### src/rtl/execute_mem_wbarb.sv
// Memory-stage writeback arbiter. Picks one of two requesters per cycle:
// the hit pipeline (port 0) or the refill return path (port 1).
//
// Handshake: a request moves on the cycle where valid && ready are both high
// at the clock edge. Ready is combinational, and a requester that is not
// granted keeps its valid and payload stable until it is granted.
module execute_mem_wbarb #(
  parameter int unsigned STARVE_MAX = 3
) (
  input  logic        clk,
  input  logic        reset,
  input  logic        i_flush,
  input  logic        i_req0_valid,
  output logic        o_req0_ready,
  input  logic [3:0]  i_req0_dst_rob,
  input  logic [7:0]  i_req0_fid,
  input  logic [31:0] i_req0_result,
  input  logic [3:0]  i_req0_cmtdelay,
  input  logic        i_req0_lsmiss,
  input  logic        i_req1_valid,
  output logic        o_req1_ready,
  input  logic [3:0]  i_req1_dst_rob,
  input  logic [7:0]  i_req1_fid,
  input  logic [31:0] i_req1_result,
  output logic        o_valid,
  output logic [3:0]  o_dst_rob,
  output logic [7:0]  o_fid,
  output logic [31:0] o_result,
  output logic [3:0]  o_cmtdelay,
  output logic        o_lsmiss,
  output logic        o_src,
  output logic        o_starve_grant
);

  localparam logic [3:0] STARVE_LIM = 4'(STARVE_MAX);

  logic [3:0]  starve_cnt;
  logic [3:0]  starve_nxt;
  logic        grant0;
  logic        grant1;
  logic        contend;
  logic        starve_hit;

  logic [3:0]  win_dst_rob;
  logic [7:0]  win_fid;
  logic [31:0] win_result;
  logic [3:0]  win_cmtdelay;
  logic        win_lsmiss;
  logic        win_src;

  // Grant selection: port 0 wins ties unless port 1 has lost STARVE_MAX in a row.
  always_comb begin
    grant0     = 1'b0;
    grant1     = 1'b0;
    contend    = i_req0_valid && i_req1_valid;
    starve_hit = (starve_cnt == STARVE_LIM);
    if (!(reset || i_flush)) begin
      if (contend) begin
        if (starve_hit) grant1 = 1'b1;
        else            grant0 = 1'b1;
      end else if (i_req0_valid) begin
        grant0 = 1'b1;
      end else if (i_req1_valid) begin
        grant1 = 1'b1;
      end
    end
  end

  assign o_req0_ready = grant0;
  assign o_req1_ready = grant1;

  // Counts consecutive port-1 losses; saturates so it never wraps past the limit.
  always_comb begin
    starve_nxt = starve_cnt;
    if (i_flush || grant1) begin
      starve_nxt = 4'd0;
    end else if (grant0 && i_req1_valid && !starve_hit) begin
      starve_nxt = starve_cnt + 4'd1;
    end
  end

  always_ff @(posedge clk) begin
    if (reset) begin
      starve_cnt <= 4'd0;
    end else begin
      starve_cnt <= starve_nxt;
    end
  end

  // A refill is already a resolved miss with no commit delay of its own.
  always_comb begin
    win_dst_rob  = i_req0_dst_rob;
    win_fid      = i_req0_fid;
    win_result   = i_req0_result;
    win_cmtdelay = i_req0_cmtdelay;
    win_lsmiss   = i_req0_lsmiss;
    win_src      = 1'b0;
    if (grant1) begin
      win_dst_rob  = i_req1_dst_rob;
      win_fid      = i_req1_fid;
      win_result   = i_req1_result;
      win_cmtdelay = 4'd0;
      win_lsmiss   = 1'b0;
      win_src      = 1'b1;
    end
  end

  always_ff @(posedge clk) begin
    if (reset) begin
      o_valid        <= 1'b0;
      o_starve_grant <= 1'b0;
    end else begin
      o_valid        <= grant0 || grant1;
      o_starve_grant <= grant1 && i_req0_valid;
    end
  end

  // Payload registers only move on a grant; o_valid alone qualifies them.
  always_ff @(posedge clk) begin
    if (reset) begin
      o_dst_rob  <= 4'd0;
      o_fid      <= 8'd0;
      o_result   <= 32'd0;
      o_cmtdelay <= 4'd0;
      o_lsmiss   <= 1'b0;
      o_src      <= 1'b0;
    end else if (grant0 || grant1) begin
      o_dst_rob  <= win_dst_rob;
      o_fid      <= win_fid;
      o_result   <= win_result;
      o_cmtdelay <= win_cmtdelay;
      o_lsmiss   <= win_lsmiss;
      o_src      <= win_src;
    end
  end

endmodule

### config.mk
export PLATFORM = sky130hd
export DESIGN_NAME = execute_mem_wbarb
export DESIGN_NICKNAME = d
export VERILOG_FILES = /design/src/rtl/execute_mem_wbarb.sv
export SDC_FILE = /design/constraint.sdc
export NUM_CORES = 1
export LEC_CHECK = 0
export ABC_AREA = 1
export CAP_MARGIN = 20
export CORE_AREA = 2 2 92 94
export CTS_BUF_LIST = sky130_fd_sc_hd__clkbuf_2
export DETAILED_ROUTE_END_ITERATION = 16
export DIE_AREA = 0 0 94 96
export PLACE_DENSITY = 0.74
export SLEW_MARGIN = 20
export SYNTH_ARGS = -nofsm -noshare
export SYNTH_HDL_FRONTEND = slang
export SYNTH_SLANG_ARGS = --single-unit
### constraint.sdc
create_clock -name clk -period 1.8 [get_ports clk]
set_clock_uncertainty 0.2 [all_clocks]
set_input_delay 0.36 -clock clk [delete_from_list [all_inputs] [get_ports clk]]
set_output_delay 0.36 -clock clk [all_outputs]
set_load 0.1 [all_outputs]
==> results of run 1 <==
cell usage in the layout (no fill, tap or decap), drive strengths merged:
cell type | netlist | layout
clkdlybuf4s50 | 0 | 97
o21ai | 89 | 89
buf | 23 | 88
dfxtp | 56 | 56
a21oi | 52 | 52
nand3 | 51 | 51
nand2 | 21 | 21
inv | 9 | 8
clkbuf | 4 | 7
nor2 | 6 | 6
clkinvlp | 0 | 1
or2 | 1 | 1
nand3b | 1 | 1
a31oi | 1 | 1
xor2 | 1 | 1
ha | 1 | 1
clkinv | 0 | 1
area by class of cell:
type,count,area [sq um]
Clock buffer,7,35.0
Clock inverter,1,3.75
Fill cell,686,2910
Inverter,9,52.6
Multi-Input combinational cell,224,1420
Sequential cell,56,1130
Tap cell,105,131
Timing Repair Buffer,185,2360
state kept, by name, indices dropped and copies added, names as in the netlist:
| signal | flops |
|---|---|
| o_fid | 8 |
| o_result | 32 |
| o_valid | 1 |
| o_lsmiss | 1 |
| o_src | 1 |
| o_starve_grant | 1 |
| o_dst_rob | 4 |
| starve_cnt | 4 |
| o_cmtdelay | 4 |
kinds of logic (layout without fill, tap and decap cells):
| family | after synthesis | after routing | share of synthesized area |
|---|---|---|---|
| compound gates | 142 | 142 | 0.336 |
| fa+ha+maj | 1 | 1 | 0.00443 |
| flops | 56 | 56 | 0.397 |
| buf+inv | 36 | 202 | 0.106 |
| simple gates | 80 | 80 | 0.154 |
| xor+xnor | 1 | 1 | 0.00310 |
layer usage:
metal | routed length, um | part of all wire | vias to the layer above | track usage
met5 | 0 | 0 | - | 0
met4 | 139 | 0.015 | 0 | 0.0531
met3 | 623 | 0.068 | 13 | 0.0439
met2 | 4750 | 0.52 | 106 | 0.357
met1 | 3640 | 0.40 | 1417 | 0.241
li1 | - | - | 1447 | -
tightest hold or removal path: cells and delay by family:
family	cells	cell delay (ns)
buffers and inverters	1	0.41
and+or+nand+nor	1	0.07
AOI/OAI and AO/OA	1	0.05
worst paths after layout:
kind | from | end | slack [ns] | depth (start not counted)
worst max-delay path | starve_cnt[1] | o_req1_ready | -0.23 | 6
worst min-delay path | i_req0_cmtdelay[3] | o_cmtdelay[3] | 0.26 | 3
worst max register to register | starve_cnt[1] | o_result[4] | 0.10 | 8
worst min register to register | o_cmtdelay[1] | o_cmtdelay[1] | 0.32 | 2
through the flow:
stage,setup TNS (ns),std cells,hold slack [ns],setup WS (ns)
3_5_place_dp,-10.95,566,0.293,-0.266
5_1_grt,-0.651,587,0.201,-0.329
4_1_cts,-0.485,583,0.236,-0.243
3_3_place_gp,-9.46,566,0.287,-0.248
6_report,-0.457,587,0.257,-0.230
2_1_floorplan,-0.0623,316,0.229,-0.0623
power by group through the flow:
stage                     Combinational (mW)  Clock, mW  Sequential [mW]
after floorplan                        0.265          0             1.87
after global placement                  1.33          0             1.41
after detailed placement                1.33          0             1.41
after CTS                               1.34      0.513             1.39
after global routing                    1.39      0.571             1.39
final                                   1.34      0.499             1.38
what timing repair did:
action                                  CTS  global route
pin swaps                                 3             2
buffers inserted                          9             4
resized for setup                         5             3
endpoints found under the setup margin    2             4
hold endpoints to repair                  0             0
==> out/results.txt, run 1 <==
vias in the first global route -> 2,961
clock buffer depth -> 2
initial core utilization -> 0.351
Power Dens Cells -> 627 mW/mm^2
Leakage Power -> 1.92 nW
Chip Height -> 96 um
Pwr Total -> 3.22 mW
via count -> 2,983
cells along the critical path -> ha_4, nand3_4, nand2_4, nand2_4, clkinvlp_4, buf_12
layout cell share with drive strength beyond 1 -> 0.365
YS warnings -> 0
minimum clock period after layout -> 2.03 ns
Initial DRC Count -> 103
Combinational Power Share -> 0.416
Finished Core Util -> 0.638
post-route ant nets -> 0
Reg power frac -> 0.429
clk sinks -> 56
Top cell by count, worst path -> nand2_4
MaxCap Viol Count -> 0
Post-synth ARST share -> 0
Remaining Overflow, GRT -> 0
Clk pwr share -> 0.155
kind of cell adding the most delay to the critical path -> flip-flops
Final Instance Area -> 0.00514 sq mm
DRC Markers -> 0
Hold Crit Class -> primary input to register
first-pass GRT wire length -> 14.4 mm
crit path capture type -> output pin
synthesis-to-finish area growth -> 81.9%
Synth area leaders -> dfxtp_1 (40%), a21oi_2 (9.3%), o21ai_2 (9.3%)
CTS Root Cell -> clkbuf_2
Post-Syn Area -> 0.00283 sq mm
initial antenna violation count -> 0
Critical Path AT -> 1.47 ns
endpoints failing setup -> 2
commonest cells in the netlist -> dfxtp_1 (56), nand3_1 (50), o21ai_1 (44), a21oi_2 (30), o21ai_2 (30)
Switching Share -> 0.387
Relative slew margins -> 0.695
Max VDD drop -> 0.361 mV
DR pass1 iterations -> 4
#FFs+latches synth -> 56
final WL -> 9.15 mm
ANT cells -> 0
GP Congestion -> 0.782
synthesized area per cell -> 8.94 sq um
unrepaired setup endpoints after global routing -> yes
max incr delay on CP -> 0.41 ns
fin worst setup slack -> -0.230 ns
CTS buffer count -> 5
critical-path maximum fanout -> 2
Ports -> 152
Final HPWL DP -> 6.67 mm
sequential share of the synthesized area -> 0.397
Syn Inst Count -> 316
die width -> 94 um
Max Fclk -> 493 MHz
Critical path buffers and inverters -> 2
worst-skew pair later-pin latency -> 0.42 ns
core area -> 0.00805 sq mm
share of the synthesized area in the top cell type -> 0.397
GRT Resource Usage Total -> 0.199
Final Cycle Share -> 1.13
worst-margin pin slew -> 0.458 ns
die area -> 0.00902 sq mm
# nets final -> 580
Critical-path top delay cell -> dfxtp_4
Pins Over Slew Limit -> 0
H-tree depth -> 2
placed cell area -> 0.00498 sq mm
critical path class -> register to output pin
Top FF cell, synth -> dfxtp_1
critical path launch point type -> register
largest net degree at the start of global routing -> 46
most instantiated library cell after synthesis -> dfxtp_1
Yosys top cell by area -> dfxtp_1
outcome -> finished with violations
Core Rows -> 33
violated checks -> negative setup slack
distinct cell type count after synthesis -> 30
Post-synth EDFFs -> 0
vias per cell -> 5.08
PortBufs -> 151
Int Pwr -> 1.97 mW
Syn Nets -> 415
Critical Path RT -> 1.24 ns
Hold Buf Count CTS -> 0
Clock transition at path regs -> 0.26 ns
wire per inst -> 15.6 um
net load switching power -> 1.25 mW
Hold Vio Cnt, Final -> 0
CTS tree -> yes
Note: power is estimated with default switching activity, not from simulation.
==> run 2: changes to the inputs <==
--- a/config.mk
+++ b/config.mk
@@ -7,11 +7,12 @@
 export LEC_CHECK = 0
 export ABC_AREA = 1
 export CAP_MARGIN = 20
-export CORE_AREA = 2 2 92 94
+export CORE_AREA = 2 2 109 80
 export CTS_BUF_LIST = sky130_fd_sc_hd__clkbuf_2
 export DETAILED_ROUTE_END_ITERATION = 16
-export DIE_AREA = 0 0 94 96
-export PLACE_DENSITY = 0.74
+export DIE_AREA = 0 0 111 82
+export PLACE_DENSITY = 0.73
+export SKIP_CTS_REPAIR_TIMING = 1
 export SLEW_MARGIN = 20
 export SYNTH_ARGS = -nofsm -noshare
 export SYNTH_HDL_FRONTEND = slang
==> run 2 against run 1 <==
The flow still finishes with violations (negative setup slack). Global-route usage rose by 0.43 points. Non-clock buffer count fell by 10. First-iteration DRC count rose by 94%. Sequential share of layout area rose by 0.34 points. Design area fell by 1.7%. Worst hold slack got worse by 0.034 ns. Register-to-register slack barely moved. Sequential power barely moved. Clock-buffer cell count fell by 1. Via count fell by 1.7%. Largest cell class unchanged.
==> out/results.txt, run 2 (synthesis gave the netlist of run 1 again) <==
outcome -> finished with violations
violated checks -> negative setup slack
Critical-path top delay cell -> dfxtp_4
worst-skew pair later-pin latency -> 0.44 ns (+0.02 ns)
CTS buffer count -> 5 (unchanged)
final WL -> 9.33 mm (+2.0%)
commonest non-fill, non-tap cells in the layout -> clkdlybuf4s50_1 (97), buf_12 (57), dfxtp_1 (52)
fillers -> 705 (+2.8%)
Max VDD drop -> 0.297 mV (-18%)
Critical Path RT -> 1.24 ns (about the same)
cells along the critical path -> ha_4, nand3_4, nand2_4, nand2_4, clkinvlp_4, buf_12
Remaining Overflow, GRT -> 0 (unchanged)
fin worst setup slack -> -0.281 ns (-0.0507 ns)
wire per inst -> 16.2 um (+3.8%)
Reg power frac -> 0.429 (about the same)
ANT cells -> 0 (unchanged)
Pins Over Slew Limit -> 0 (unchanged)
H-tree depth -> 2 (unchanged)
Hold Vio Cnt, Final -> 0 (unchanged)
critical-path maximum fanout -> 4 (+2)
crit path capture type -> output pin
Clk pwr share -> 0.157 (+0.002)
initial core utilization -> 0.349 (-0.00179)
DR pass1 iterations -> 4 (unchanged)
vias in the first global route -> 2,809 (-5.1%)
# nets final -> 570 (-1.7%)
Critical Path AT -> 1.52 ns (+0.05 ns)
critical path launch point type -> register
post-route ant nets -> 0 (unchanged)
Max Fclk -> 481 MHz (-2.4%)
clock buffer depth -> 2 (unchanged)
Combinational Power Share -> 0.414 (-0.002)
core area -> 0.00809 sq mm (+0.51%)
Final Cycle Share -> 1.16 (+0.0281)
DRC Markers -> 0 (unchanged)
MaxCap Viol Count -> 0 (unchanged)
PortBufs -> 151 (unchanged)
Clock transition at path regs -> 0.29 ns (+0.03 ns)
CTS Root Cell -> clkbuf_2
Top Registers -> o_result (32), o_fid (8)
first-pass GRT wire length -> 14.9 mm (+3.7%)
Final HPWL DP -> 6.79 mm (+1.8%)
Relative slew margins -> 0.682 (-0.0129)
minimum clock period after layout -> 2.08 ns (+0.0507 ns)
Initial DRC Count -> 200 (+94%)
Power Dens Cells -> 639 mW/mm^2 (+1.9%)
Ports -> 152 (unchanged)
Core Rows -> 28 (-15%)
initial antenna violation count -> 0 (unchanged)
max FFs per register -> 32 (unchanged)
layout cell share with drive strength beyond 1 -> 0.352 (-0.0135)
Switching Share -> 0.391 (+0.00390)
most common cell after layout, fill and taps aside -> clkdlybuf4s50_1
critical path class -> register to output pin
Hold Crit Class -> primary input to register
net load switching power -> 1.26 mW (+1.2%)
CTS tree -> yes
GRT Resource Usage Total -> 0.204 (+0.00434)
largest net degree at the start of global routing -> 46 (unchanged)
Chip Height -> 82 um (-15%)
clk sinks -> 56 (unchanged)
via count -> 2,931 (-1.7%)
die area -> 0.00910 sq mm (+0.86%)
Leakage Power -> 1.85 nW (-3.2%)
worst-margin pin slew -> 0.477 ns (+0.0193 ns)
synthesis-to-finish area growth -> 78.7%
Post-Route Setup TNS -> -0.554 ns (-0.0963 ns)
unrepaired setup endpoints after global routing -> yes
Register Area -> 0.00113 sq mm (-0.22%)
vias per cell -> 5.08 (about the same)
die width -> 111 um (+18%)
hold slack -> 0.224 ns (-0.0338 ns)
Final Instance Area -> 0.00505 sq mm (-1.7%)
max incr delay on CP -> 0.43 ns (+0.02 ns)
Most flops, register -> o_result
Int Pwr -> 1.97 mW (-0.46%)
Top cell by count, worst path -> nand2_4
endpoints failing setup -> 2 (unchanged)
placed cell area -> 0.00496 sq mm (-0.40%)
multi-input combinational cell area -> 0.00142 sq mm (-0.35%)
GP Congestion -> 0.737 (-5.8%)
-- run 2: cell types whose count changed in the layout (fill, tap and decap cells not counted), sizes merged --
cell      previous run  this run
buf                 88        78
clkinvlp             1         2
clkbuf               7         6
-- run 2: power groups by stage --
stage / combinational [mW] / clock [mW] / sequential, mW
CTS: 1.33 / 0.533 / 1.39
floorplan: 0.265 / 0 / 1.87
detailed placement: 1.33 / 0 / 1.41
global route: 1.39 / 0.584 / 1.39
finish: 1.34 / 0.507 / 1.39
global placement: 1.32 / 0 / 1.41
-- run 2: final timing paths --
check | startpoint | endpoint | slack [ns] | depth (start not counted)
max | starve_cnt[0] | o_req1_ready | -0.28 | 6
min | i_req0_cmtdelay[3] | o_cmtdelay[3] | 0.22 | 3
max reg2reg | starve_cnt[0] | o_result[20] | 0.09 | 8
min reg2reg | o_lsmiss | o_lsmiss | 0.32 | 2
-- run 2: routing by layer --
layer | GRT usage | up-vias | wire length (um)
met3 | 0.0568 | 6 | 753
met5 | 0 | - | 0
met4 | 0.0475 | 0 | 77
li1 | - | 1432 | -
met1 | 0.271 | 1380 | 4230
met2 | 0.331 | 113 | 4270
-- run 2: area by class of cell --
class,count,area share
clock inverters,2,0.00223
inverters,9,0.0104
well taps,105,0.0260
flip-flops and latches,56,0.224
multi-input cells,224,0.280
clock buffers,6,0.00595
repair buffers,175,0.451
-- run 2: metrics by stage --
| step | total power, mW | setup slack [ns] | utilization | cells |
|---|---|---|---|---|
| 2_1_floorplan | 2.14 | -0.0623 | - | 316 |
| 3_3_place_gp | 2.73 | -0.246 | 0.613 | 565 |
| 3_5_place_dp | 2.74 | -0.281 | 0.613 | 565 |
| 4_1_cts | 3.25 | -0.361 | 0.618 | 573 |
| 5_1_grt | 3.36 | -0.406 | 0.624 | 577 |
| 6_report | 3.23 | -0.281 | 0.624 | 577 |
-- run 2: worst max-delay path, delay by kind of cell (launching register included) --
family,cells,cell delay (ns)
flops,1,0.43
buf+inv,2,0.26
simple gates,3,0.22
fa+ha+maj,1,0.17
==> run 3: changes to the inputs <==
--- a/config.mk
+++ b/config.mk
@@ -9,9 +9,11 @@
 export CAP_MARGIN = 20
 export CORE_AREA = 2 2 109 80
 export CTS_BUF_LIST = sky130_fd_sc_hd__clkbuf_2
+export CTS_CLUSTER_SIZE = 10
 export DETAILED_ROUTE_END_ITERATION = 16
 export DIE_AREA = 0 0 111 82
 export PLACE_DENSITY = 0.73
+export SETUP_SLACK_MARGIN = 0.15
 export SKIP_CTS_REPAIR_TIMING = 1
 export SLEW_MARGIN = 20
 export SYNTH_ARGS = -nofsm -noshare
==> run 3 against run 2 <==
The run still ends with negative setup slack left. Final cell count up 0.17%. Largest cell class unchanged. Sequential power about the same. Clock-buffer cell count unchanged. Routed wire length down 1.4%. Global-route usage down 0.63 points. Clock power down 4.1%. Non-clock buffer count up 2. Critical endpoint is now o_req0_ready. Design area up 2.8%.
==> out/results.txt, run 3 (synthesis gave the netlist of run 1 again) <==
Most flops, register -> o_result
Critical Path RT -> 1.24 ns (about the same)
crit path capture type -> output pin
Remaining Overflow, GRT -> 0 (unchanged)
vias in the first global route -> 2,879 (+2.5%)
Critical-path top delay cell -> clkdlybuf4s50_1
Max VDD drop -> 0.311 mV (+4.9%)
Leakage Power -> 1.91 nW (+3.1%)
wire per inst -> 15.9 um (-1.6%)
largest net degree at the start of global routing -> 46 (unchanged)
initial core utilization -> 0.349 (unchanged)
r2r worst-path depth -> 8 (unchanged)
non-filler cells in the finished layout -> 578 (+0.17%)
MaxCap Viol Count -> 0 (unchanged)
Hold Crit Class -> primary input to register
GP Congestion -> 0.858 (+17%)
Chip Height -> 82 um (unchanged)
placed cell count -> 569 (+0.71%)
CTS buffer count -> 5 (unchanged)
H-tree depth -> 2 (unchanged)
Top Registers -> o_result (32), o_fid (8)
clk sinks -> 56 (unchanged)
Final Cycle Share -> 1.16 (about the same)
ANT cells -> 0 (unchanged)
critical-path maximum fanout -> 4 (unchanged)
Max Fclk -> 481 MHz (about the same)
worst-skew pair later-pin latency -> 0.43 ns (about the same)
Register Area -> 0.00120 sq mm (+6.0%)
Final HPWL DP -> 6.71 mm (-1.1%)
# nets final -> 572 (+0.35%)
dpl ws -> -0.305 ns (-0.0238 ns)
die area -> 0.00910 sq mm (unchanged)
first-pass GRT wire length -> 14.5 mm (-2.4%)
commonest non-fill, non-tap cells in the layout -> clkdlybuf4s50_1 (97), buf_12 (62), dfxtp_2 (53)
DR pass1 iterations -> 4 (unchanged)
Post-Route Setup TNS -> -0.551 ns (+0.00275 ns)
clock buffer depth -> 2 (unchanged)
synthesis-to-finish area growth -> 83.7%
CTS Root Cell -> clkbuf_2
PortBufs -> 151 (unchanged)
Initial DRC Count -> 200 (unchanged)
Ports -> 152 (unchanged)
setup slack, reg-to-reg -> 0.20 ns (+0.11 ns)
final WL -> 9.20 mm (-1.4%)
violated checks -> negative setup slack
critical path class -> primary input to output pin
Critical Path AT -> 1.52 ns (about the same)
max FFs per register -> 32 (unchanged)
via count -> 2,916 (-0.51%)
placed cell area -> 0.00506 sq mm (+1.9%)
layout cell share with drive strength beyond 1 -> 0.465 (+0.113)
critical path launch point type -> primary input
cells along the critical path -> clkdlybuf4s50_1, nand3_4, buf_12, nand2_8, inv_4, buf_12
Top cell by count, worst path -> buf_12
Core Rows -> 28 (unchanged)
vias per cell -> 5.04 (-0.68%)
Relative slew margins -> 0.685 (+0.00347)
endpoints failing setup -> 2 (unchanged)
fillers -> 660 (-6.4%)
most common cell after layout, fill and taps aside -> clkdlybuf4s50_1
hold slack -> 0.248 ns (+0.0246 ns)
Pwr Total -> 3.24 mW (+0.33%)
post-route ant nets -> 0 (unchanged)
Clock transition at path regs -> 0.28 ns (about the same)
Hold Vio Cnt, Final -> 0 (unchanged)
Final Instance Area -> 0.00519 sq mm (+2.8%)
initial antenna violation count -> 0 (unchanged)
minimum clock period after layout -> 2.08 ns (+0.000198 ns)
Finished Core Util -> 0.641 (+0.0172)
core area -> 0.00809 sq mm (unchanged)
Pins Over Slew Limit -> 0 (unchanged)
CTS tree -> yes
unrepaired setup endpoints after global routing -> yes
worst-margin pin slew -> 0.472 ns (-0.00520 ns)
DRC Markers -> 0 (unchanged)
outcome -> finished with violations
multi-input combinational cell area -> 0.00142 sq mm (+0.35%)
fin worst setup slack -> -0.281 ns (-0.000198 ns)
WHS Path Cells -> 3 (unchanged)
max incr delay on CP -> 0.60 ns (+0.17 ns)
Power Dens Cells -> 624 mW/mm^2 (-2.4%)
die width -> 111 um (unchanged)
GRT Resource Usage Total -> 0.197 (-0.00632)
-- run 3: changes by cell type in the layout (fill, tap and decap cells not counted), sizes merged --
cell	change
buf	+2
clkinvlp	-1
-- run 3: routing by layer --
metal / share of wire / track usage / vias to the layer above
met2: 0.47 / 0.328 / 106
met4: 0.0021 / 0.0238 / 0
li1: - / - / 1432
met3: 0.067 / 0.0443 / 3
met5: 0 / 0 / -
met1: 0.46 / 0.272 / 1375
-- run 3: cell type report --
| cell class | instances | share of cell area |
|---|---|---|
| clock buffer | 6 | 0.00579 |
| clock inverter | 1 | 0.000965 |
| inverter | 9 | 0.0106 |
| multi-input combinational | 224 | 0.274 |
| sequential | 56 | 0.231 |
| tap | 105 | 0.0253 |
| timing repair buffer | 177 | 0.452 |
-- run 3: final timing paths --
path / to / start
worst min-delay path: o_result[11] / i_req1_result[11]
worst max register to register: o_dst_rob[2] / starve_cnt[1]
worst min register to register: o_lsmiss / o_lsmiss
worst max-delay path: o_req0_ready / i_req1_valid
-- run 3: where the power goes --
part           total (mW)  internal [mW]  switching (mW)
clock network       0.486         0.0926           0.394
registers            1.40           1.32          0.0733
logic                1.35          0.572           0.783
total                3.24           1.99            1.25
-- run 3: worst max-delay path: cells and delay by family --
kind / cells / cell delay, ns
buffers and inverters: 4 / 0.94
AND/OR/NAND/NOR: 2 / 0.21
